File: src/rtl/memory_access_stage_pkg.sv
// rtl/memory_access_stage_pkg.sv - shared types and size decode for the memory access stage
package memory_access_stage_pkg;

    typedef struct packed {
        logic       mem_read;
        logic       mem_write;
        logic [2:0] mem_size;
        logic       reg_write;
    } control_type;

    localparam logic [2:0] SZ_B  = 3'b000;
    localparam logic [2:0] SZ_H  = 3'b001;
    localparam logic [2:0] SZ_W  = 3'b010;
    localparam logic [2:0] SZ_BU = 3'b100;
    localparam logic [2:0] SZ_HU = 3'b101;

    typedef enum logic [1:0] {IDLE, REQ, WAIT_RSP} mem_state_t;

    // A bundle with mem_write set is treated as a store even if mem_read is also set.
    function automatic logic access_ok(input control_type c, input logic [1:0] off);
        logic ok;
        case (c.mem_size)
            SZ_B:    ok = 1'b1;
            SZ_H:    ok = ~off[0];
            SZ_W:    ok = (off == 2'b00);
            SZ_BU:   ok = ~c.mem_write;
            SZ_HU:   ok = ~c.mem_write & ~off[0];
            default: ok = 1'b0;
        endcase
        return ok;
    endfunction

endpackage

File: src/rtl/memory_access_stage_lsu_data_align.sv
// rtl/memory_access_stage_lsu_data_align.sv - store lane replication and load lane extract/extend
module lsu_data_align
    import memory_access_stage_pkg::*;
(
    input  logic [2:0]  size,
    input  logic [1:0]  offset,
    input  logic [31:0] store_data,
    input  logic [31:0] load_data,
    output logic [3:0]  be,
    output logic [31:0] wdata,
    output logic [31:0] load_result
);

    logic [31:0] byte_shift;
    logic [31:0] half_shift;

    always_comb begin
        be    = 4'b1111;
        wdata = store_data;
        case (size)
            SZ_B, SZ_BU: begin
                be    = 4'b0001 << offset;
                wdata = {4{store_data[7:0]}};
            end
            SZ_H, SZ_HU: begin
                be    = 4'b0011 << {offset[1], 1'b0};
                wdata = {2{store_data[15:0]}};
            end
            default: begin
                be    = 4'b1111;
                wdata = store_data;
            end
        endcase
    end

    assign byte_shift = load_data >> {offset, 3'b000};
    assign half_shift = load_data >> {offset[1], 4'b0000};

    always_comb begin
        load_result = load_data;
        case (size)
            SZ_B:    load_result = {{24{byte_shift[7]}}, byte_shift[7:0]};
            SZ_BU:   load_result = {24'h000000, byte_shift[7:0]};
            SZ_H:    load_result = {{16{half_shift[15]}}, half_shift[15:0]};
            SZ_HU:   load_result = {16'h0000, half_shift[15:0]};
            default: load_result = load_data;
        endcase
    end

endmodule

File: src/rtl/memory_access_stage.sv
// rtl/memory_access_stage.sv - load/store stage between execute and write-back
module memory_access_stage
    import memory_access_stage_pkg::*;
#(
    parameter int ADDR_WIDTH  = 32,
    parameter int RSP_TIMEOUT = 64
) (
    input  logic                  clk,
    input  logic                  rst_n,
    input  logic                  ex_valid,
    output logic                  ex_ready,
    input  control_type           control_in,
    input  logic [31:0]           alu_data,
    input  logic [31:0]           memory_data,
    input  logic                  compflg_in,
    output logic                  dmem_req,
    output logic                  dmem_we,
    output logic [ADDR_WIDTH-1:0] dmem_addr,
    output logic [3:0]            dmem_be,
    output logic [31:0]           dmem_wdata,
    input  logic                  dmem_gnt,
    input  logic                  dmem_rvalid,
    input  logic [31:0]           dmem_rdata,
    output logic                  wb_valid,
    output control_type           control_out,
    output logic [31:0]           wb_data,
    output logic                  compflg_out,
    output logic                  access_err,
    output logic                  timeout_err
);

    localparam int TW = $clog2(RSP_TIMEOUT + 1);

    mem_state_t            state;
    logic [TW-1:0]         timer;
    control_type           ctrl_q;
    logic                  cflg_q;
    logic [ADDR_WIDTH-1:0] addr_q;
    logic [31:0]           sdata_q;
    control_type           ctrl_in_nowr;
    control_type           ctrl_q_nowr;
    logic                  in_is_mem;
    logic                  in_ok;
    logic [3:0]            be;
    logic [31:0]           wdata;
    logic [31:0]           load_result;

    lsu_data_align u_align (
        .size        (ctrl_q.mem_size),
        .offset      (addr_q[1:0]),
        .store_data  (sdata_q),
        .load_data   (dmem_rdata),
        .be          (be),
        .wdata       (wdata),
        .load_result (load_result)
    );

    always_comb begin
        ctrl_in_nowr           = control_in;
        ctrl_in_nowr.reg_write = 1'b0;
        ctrl_q_nowr            = ctrl_q;
        ctrl_q_nowr.reg_write  = 1'b0;
    end

    assign in_is_mem  = control_in.mem_read | control_in.mem_write;
    assign in_ok      = access_ok(control_in, alu_data[1:0]);

    assign ex_ready   = (state == IDLE);
    assign dmem_req   = (state == REQ);
    assign dmem_we    = dmem_req & ctrl_q.mem_write;
    assign dmem_addr  = {addr_q[ADDR_WIDTH-1:2], 2'b00};
    assign dmem_be    = dmem_req ? be : 4'b0000;
    assign dmem_wdata = dmem_we ? wdata : 32'h0;

    // The grant cycle counts as the first cycle of the response window, so the timer starts at 1.
    always_ff @(posedge clk) begin
        if (!rst_n) begin
            state       <= IDLE;
            timer       <= '0;
            ctrl_q      <= '0;
            cflg_q      <= 1'b0;
            addr_q      <= '0;
            sdata_q     <= '0;
            wb_valid    <= 1'b0;
            control_out <= '0;
            wb_data     <= '0;
            compflg_out <= 1'b0;
            access_err  <= 1'b0;
            timeout_err <= 1'b0;
        end else begin
            wb_valid    <= 1'b0;
            access_err  <= 1'b0;
            timeout_err <= 1'b0;
            case (state)
                IDLE: begin
                    if (ex_valid) begin
                        if (!in_is_mem) begin
                            wb_valid    <= 1'b1;
                            wb_data     <= alu_data;
                            control_out <= control_in;
                            compflg_out <= compflg_in;
                        end else if (!in_ok) begin
                            wb_valid    <= 1'b1;
                            access_err  <= 1'b1;
                            control_out <= ctrl_in_nowr;
                            compflg_out <= compflg_in;
                        end else begin
                            ctrl_q  <= control_in;
                            cflg_q  <= compflg_in;
                            addr_q  <= alu_data[ADDR_WIDTH-1:0];
                            sdata_q <= memory_data;
                            state   <= REQ;
                        end
                    end
                end
                REQ: begin
                    if (dmem_gnt) begin
                        if (ctrl_q.mem_write || dmem_rvalid) begin
                            wb_valid    <= 1'b1;
                            control_out <= ctrl_q;
                            compflg_out <= cflg_q;
                            if (!ctrl_q.mem_write) begin
                                wb_data <= load_result;
                            end
                            state <= IDLE;
                        end else begin
                            timer <= TW'(1);
                            state <= WAIT_RSP;
                        end
                    end
                end
                WAIT_RSP: begin
                    if (dmem_rvalid) begin
                        wb_valid    <= 1'b1;
                        wb_data     <= load_result;
                        control_out <= ctrl_q;
                        compflg_out <= cflg_q;
                        timer       <= '0;
                        state       <= IDLE;
                    end else if (timer >= TW'(RSP_TIMEOUT - 1)) begin
                        wb_valid    <= 1'b1;
                        timeout_err <= 1'b1;
                        control_out <= ctrl_q_nowr;
                        compflg_out <= cflg_q;
                        timer       <= '0;
                        state       <= IDLE;
                    end else begin
                        timer <= timer + 1'b1;
                    end
                end
                default: begin
                    state <= IDLE;
                end
            endcase
        end
    end

endmodule

File: config.mk
export PLATFORM = sky130hd
export DESIGN_NAME = memory_access_stage
export DESIGN_NICKNAME = d
export VERILOG_FILES = /design/src/rtl/memory_access_stage_pkg.sv /design/src/rtl/memory_access_stage_lsu_data_align.sv /design/src/rtl/memory_access_stage.sv
export SDC_FILE = /design/constraint.sdc
export NUM_CORES = 1
export LEC_CHECK = 0
export ABC_AREA = 0
export ABC_CLOCK_PERIOD_IN_PS = 2100
export CORE_MARGIN = 3
export CORE_UTILIZATION = 46
export DETAILED_ROUTE_END_ITERATION = 6
export PLACE_DENSITY = 0.8
export SETUP_SLACK_MARGIN = 0.02
export SKIP_CTS_REPAIR_TIMING = 1
export SKIP_LAST_GASP = 1
export SYNTH_ARGS = -nofsm -noshare
export SYNTH_HDL_FRONTEND = slang
export SYNTH_SLANG_ARGS = --single-unit
File: constraint.sdc
create_clock -name clk -period 2.1 [get_ports clk]
set_clock_uncertainty 0.1 [all_clocks]
set_input_delay 0.42 -clock clk [delete_from_list [all_inputs] [get_ports clk]]
set_output_delay 0.42 -clock clk [all_outputs]
set_load 0.01 [all_outputs]
Word level (Yosys, flattened, before mapping)
Cells that the tools add are included.
Operators by class
  $add $sub $neg: 1
  order comparisons: 1
  equal/unequal tests: 20
  shifts and indexed selects: 4
  multiplexer cells: 50
  bitwise logic cells: 7
  reductions and logical operators: 16
Operators by type and width (count)
  two-way mux 32 bit: 7
  case mux 32 bit (4 select lines): 1
  case mux 32 bit (3 select lines): 1
  case mux 32 bit (2 select lines): 1
  two-way mux 6 bit: 7
  right shift 32 x 5 -> 16 bit: 1
  right shift 32 x 5 -> 8 bit: 1
  two-way mux 7 bit: 4
  case mux 6 bit (3 select lines): 1
  two-way mux 1 bit: 14
  two-way mux 2 bit: 7
  case mux 7 bit (2 select lines): 1
  == test 3 bit, second input constant: 4
  inequality test 2 bit, second input constant: 5
  inequality test 2 x 1 -> 1 bit, second input constant: 4
  case mux 4 bit (2 select lines): 1
  AND reduction 4 bit: 2
  adder 7 x 1 -> 7 bit, second input constant: 1
  >= comparator 7 x 6 -> 1 bit, second input constant: 1
  AND reduction 7 bit: 1
  == test 3 x 1 -> 1 bit, second input constant: 2
  zero test 3 bit: 2
  inequality test 3 bit, second input constant: 2
  case mux 1 bit (3 select lines): 2
  other kinds (20): 26
Word-level totals
  bits in registers: 122
  input port bits: 108
  output and inout port bits: 113
  logic and storage cells: 117

Depth between registers and ports, before layout
  depth in word-level cells: 7
  depth in mapped cells: 8
  mapped depth without buffers: 6

By module
From an unflattened synthesis, not the netlist that was laid out.
Unflattened totals
  cells, all modules: 823
  area, all modules: 6881.6 µm²
By module, submodules not included
  memory_access_stage: instances 1, cells each 669, area each 5800.6 µm², seq. area each 2442.3 µm²
  lsu_data_align: instances 1, cells each 154, area each 1081.0 µm², seq. area each 0.0 µm²

Worst setup path before layout
OpenSTA, ideal clock, no wires.
  kind: reg2out
  start point: register state[1]
  end point: output port dmem_wdata[13]
  arrival: 1560 ps
  data required time: 1580 ps
  slack: 20 ps
  stages on the path, launching flop included: 7
  path buffers: 2
  cells stage by stage: dfxtp_1 > inv_1 > ha_1 > clkbuf_1 > nand2_1 > clkbuf_1 > a21oi_1
Between the ends
  longest elaborated chain between the ends: 3
Ends and longest elaborated chain
  start, declared: line memory_access_stage.sv:34  | mem_state_t state;
  start signal, assigned: line memory_access_stage.sv:78  | state <= IDLE;
  start signal, assigned: line memory_access_stage.sv:112  | state <= REQ;
  start signal, assigned: line memory_access_stage.sv:125  | state <= IDLE;
  == test 2 x 1 -> 1 bit: line memory_access_stage.sv:69  | assign dmem_req = (state == REQ);
  named net dmem_req: line memory_access_stage.sv:16  | output logic dmem_req,
  AND 1 bit: line memory_access_stage.sv:70  | assign dmem_we = dmem_req & ctrl_q.mem_write;
  two-way mux 32 bit: line memory_access_stage.sv:73  | assign dmem_wdata = dmem_we ? wdata : 32'h0;
  end, declared: line memory_access_stage.sv:20  | output logic [31:0] dmem_wdata,
The timed path passes the listed nets, and every way through them passes these cells.

Worst setup path after layout
  start point: register state[1]
  end point: output port dmem_wdata[31]
Between the ends
  longest elaborated chain between the ends: 3
Ends and longest elaborated chain (line)
  == test 2 x 1 -> 1 bit: memory_access_stage.sv:69
  AND 1 bit: memory_access_stage.sv:70
  two-way mux 32 bit: memory_access_stage.sv:73
No other way between the ends.

==> impl_metrics.env <==
export IMPL_clkPwrFrac=0.443
export IMPL_clkTransAtPathRegs_ns=0.05
export IMPL_power_leakage_uw=0.00401
export IMPL_remaining_drc_errors=0
export IMPL_synth_compound_area_frac=0.227
export IMPL_stdcell_area_um2=10300
export IMPL_root_buffer="clkbuf_16"
export IMPL_synthToLayoutAreaGrowth_pct=60.0
export IMPL_nNetsFinal=1184
export IMPL_hold_violations=0
export IMPL_grt_use_total=0.275
export IMPL_async_flop_share=0
export IMPL_overflow=0
export IMPL_yosys_area_top_type="dfxtp_1"
export IMPL_synth_top_family_by_area="compound AO/OA/AOI/OAI gates"
export IMPL_core_area_um2=13500
export IMPL_comb_power_share=0.203
export IMPL_clk_path_buf_depth=2
export IMPL_synth_top_cell_area_share=0.378
export IMPL_rrSetupSlack_ns=0.06
export IMPL_p_per_area_nw_per_um2=694
export IMPL_ys_seq_area_frac=0.378
export IMPL_wl_per_cell_um=19.1
export IMPL_cp_arrival_ns=1.70
export IMPL_insertion_delay_ns=0.42
export IMPL_synth_edf_count=0
export IMPL_failed_checks="negative setup slack"
export IMPL_cp_data_required_time_ns=1.58
export IMPL_rows=42
export IMPL_synth_common_cells="nand2_1 (198), a21oi_1 (129), dfxtp_1 (122)"
export IMPL_syn_instance_count=841
export IMPL_worst_setup_path_end_kind="output port"
export IMPL_setup_slack_ns=-0.121
export IMPL_drt_wl_total_mm=24.1
export IMPL_yosysMostFrequentCell="nand2_1"
export IMPL_synth_fa_ha_area_frac=0.00969
export IMPL_p_seq_frac=0.354
export IMPL_maxCapViolCount=0
export IMPL_hp_start="addr_q[3]"
export IMPL_synthFlopType="dfxtp_1"
export IMPL_ys_top_cells_by_area="dfxtp_1 (38%), nand2_1 (12%), a21oi_1 (10%)"
export IMPL_intPower_uw=5350
export IMPL_register_area_um2=2450
export IMPL_avgSynthCellArea_um2=7.68
export IMPL_vias=7165
export IMPL_setup_violations=24
export IMPL_critPathBufInv=5
export IMPL_start_util=0.478
export IMPL_crit_path_max_fanout=5
export IMPL_die_h_um=124
export IMPL_synth_simple_area_share=0.213
export IMPL_synth_cell_types=57
export IMPL_hp_class="reg -> reg"
export IMPL_hold_ws_ns=0.351
export IMPL_vias_per_cell=5.68
export IMPL_cts_tree="built"
export IMPL_path_class="reg -> out"
export IMPL_min_delay_path_depth=2
export IMPL_cts_made_buffers=17
export IMPL_ys_warn_count=0
export IMPL_rsz0062_at_grt="yes"
export IMPL_io_buffers=218
export IMPL_p_switching_uw=1820
export IMPL_drv_slew=0
export IMPL_cts_sinks=122
export IMPL_ant_nets=0
export IMPL_finalCriticalPeriod_ns=2.22
export IMPL_placedCellCount=1213
export IMPL_ys_ff_latch=122
export IMPL_drt_iter0_drc=671
export IMPL_fin_crit_sh=1.06
export IMPL_syn_cell_area_um2=6460
export IMPL_status="complete, but fails checks"
export IMPL_placed_area_um2=9040
export IMPL_crit_path_top_delay_cell="dfxtp_2"
export IMPL_io_pins=221
export IMPL_fin_cells=1261
export IMPL_critPathTopFamily="buffers and inverters"
export IMPL_fillers=930
export IMPL_switching_share=0.253
export IMPL_max_freq_mhz=450
export IMPL_crit_chain="inv_2 > ha_4 > buf_6 > nand2_8 > buf_12 > buf_4 > nor2_4 > buf_6"
export IMPL_grt_max_degree=58
export IMPL_dpl_hpwl_mm=15.9
export IMPL_finalSetupTns_ns=-1.18
export IMPL_reg2reg_to="wb_data[7]"
export IMPL_grt_pass1_wl_mm=34.5
export IMPL_crit_top_cell="buf_6"
export IMPL_timing_rr_start="state[1]"
export IMPL_synth_xor_area_share=0.00407
export IMPL_drive_gt1_frac=0.207
export IMPL_antenna_found_initial=1
export IMPL_synthMuxAreaShare=0.0711
export IMPL_multi_input_area_um2=3730
export IMPL_dieArea_um2=15500
export IMPL_place_gp_congestion=0.873
export IMPL_worst_hold_path_endpoint="addr_q[3]"
export IMPL_firstDrtPassIters=6
export IMPL_die_width_um=124
export IMPL_h_tree_depth=4
export IMPL_slowest_delay_ns=0.32
export IMPL_critical_path_startpoint_type="flop"
export IMPL_reg2reg_depth=9
export IMPL_vdd_drop_max_mv=0.512
export IMPL_grt_pass1_vias=6695
cells by family after synthesis:
| logic type | Yosys count |
|---|---|
| xor gates and xnor gates | 3 |
| AOI/OAI and AO/OA | 230 |
| muxes | 44 |
| DFF | 122 |
| adders and majority gates | 5 |
| other | 1 |
| and+or+nand+nor | 313 |
| buffers and inverters | 123 |
power by group through the flow:
stage / clock network (uW) / logic, uW / registers [uW]
floorplan: 0 / 589 / 2590
CTS: 3190 / 1310 / 2530
detailed placement: 0 / 1300 / 2570
finish: 3170 / 1460 / 2540
global route: 3300 / 1550 / 2550
global placement: 0 / 1280 / 2570
worst max path at each step:
stage	start	end	slack, ns	cells past startpoint
3_3_place_gp	control_in[4]	wb_data[31]	-0.20	6
4_1_cts	state[1]	dmem_wdata[16]	-0.63	6
3_5_place_dp	dmem_rvalid	wb_data[17]	-0.28	6
6_report	state[1]	dmem_wdata[31]	-0.12	8
5_1_grt	state[1]	dmem_wdata[8]	-0.18	7
2_1_floorplan	state[1]	dmem_wdata[13]	0.02	6
cells in the final DEF, fill, tap and decap left out, types with 4 or more instances in the layout:
cell,instances
nand2_1,197
clkdlybuf4s50_1,179
dfxtp_1,117
a21oi_1,113
buf_4,63
mux2i_1,33
nor2b_1,27
nor2_1,26
buf_6,25
clkbuf_16,22
a311oi_1,20
inv_1,18
a21oi_2,17
nor2_4,17
buf_12,15
o22ai_1,12
dlymetal6s2s_1,11
o21ai_0,10
and3_1,9
buf_2,9
o2111ai_1,8
nand2b_1,7
nand3_1,6
mux2_2,5
o221ai_1,5
a31oi_1,5
o221a_1,5
clkbuf_8,5
inv_2,4
a21boi_0,4
and3b_1,4
dfxtp_2,4
clkbuf_1,4
bufinv_16,4
routing by layer:
layer	vias to the layer above	global-route usage	share of wire
met4	0	0.128	0.038
li1	3348	-	-
met5	-	0	0
met3	92	0.0978	0.097
met2	391	0.435	0.47
met1	3334	0.335	0.39
area by class of cell:
type,instances,share of cell area
antenna,1,0.000242
clock buffer,26,0.0493
clock inverter,6,0.0128
inverter,23,0.00859
multi-input combinational,597,0.361
sequential,122,0.237
tap,176,0.0213
timing repair buffer,310,0.310
tightest hold or removal path, stage by stage (launching register included):
cell	delay, ns
dfxtp_1	0.30
nand2_1	0.05
a21oi_1	0.05
flip-flops by register name, indices dropped and copies added (netlist names):
| signal | cells |
|---|---|
| timer | 7 |
| access_err | 1 |
| sdata_q | 32 |
| compflg_out | 1 |
| timeout_err | 1 |
| ctrl_q | 6 |
| state | 2 |
| cflg_q | 1 |
| wb_valid | 1 |
| wb_data | 32 |
| control_out | 6 |
| addr_q | 32 |
stage by stage:
stage	power (uW)	setup WS [ns]	util
6_report	7170	-0.121	0.765
5_1_grt	7400	-0.183	0.765
4_1_cts	7020	-0.629	0.717
3_5_place_dp	3870	-0.277	0.670
3_3_place_gp	3850	-0.196	0.670
2_1_floorplan	3180	0.0200	-
(Power assumes the default switching activity.)
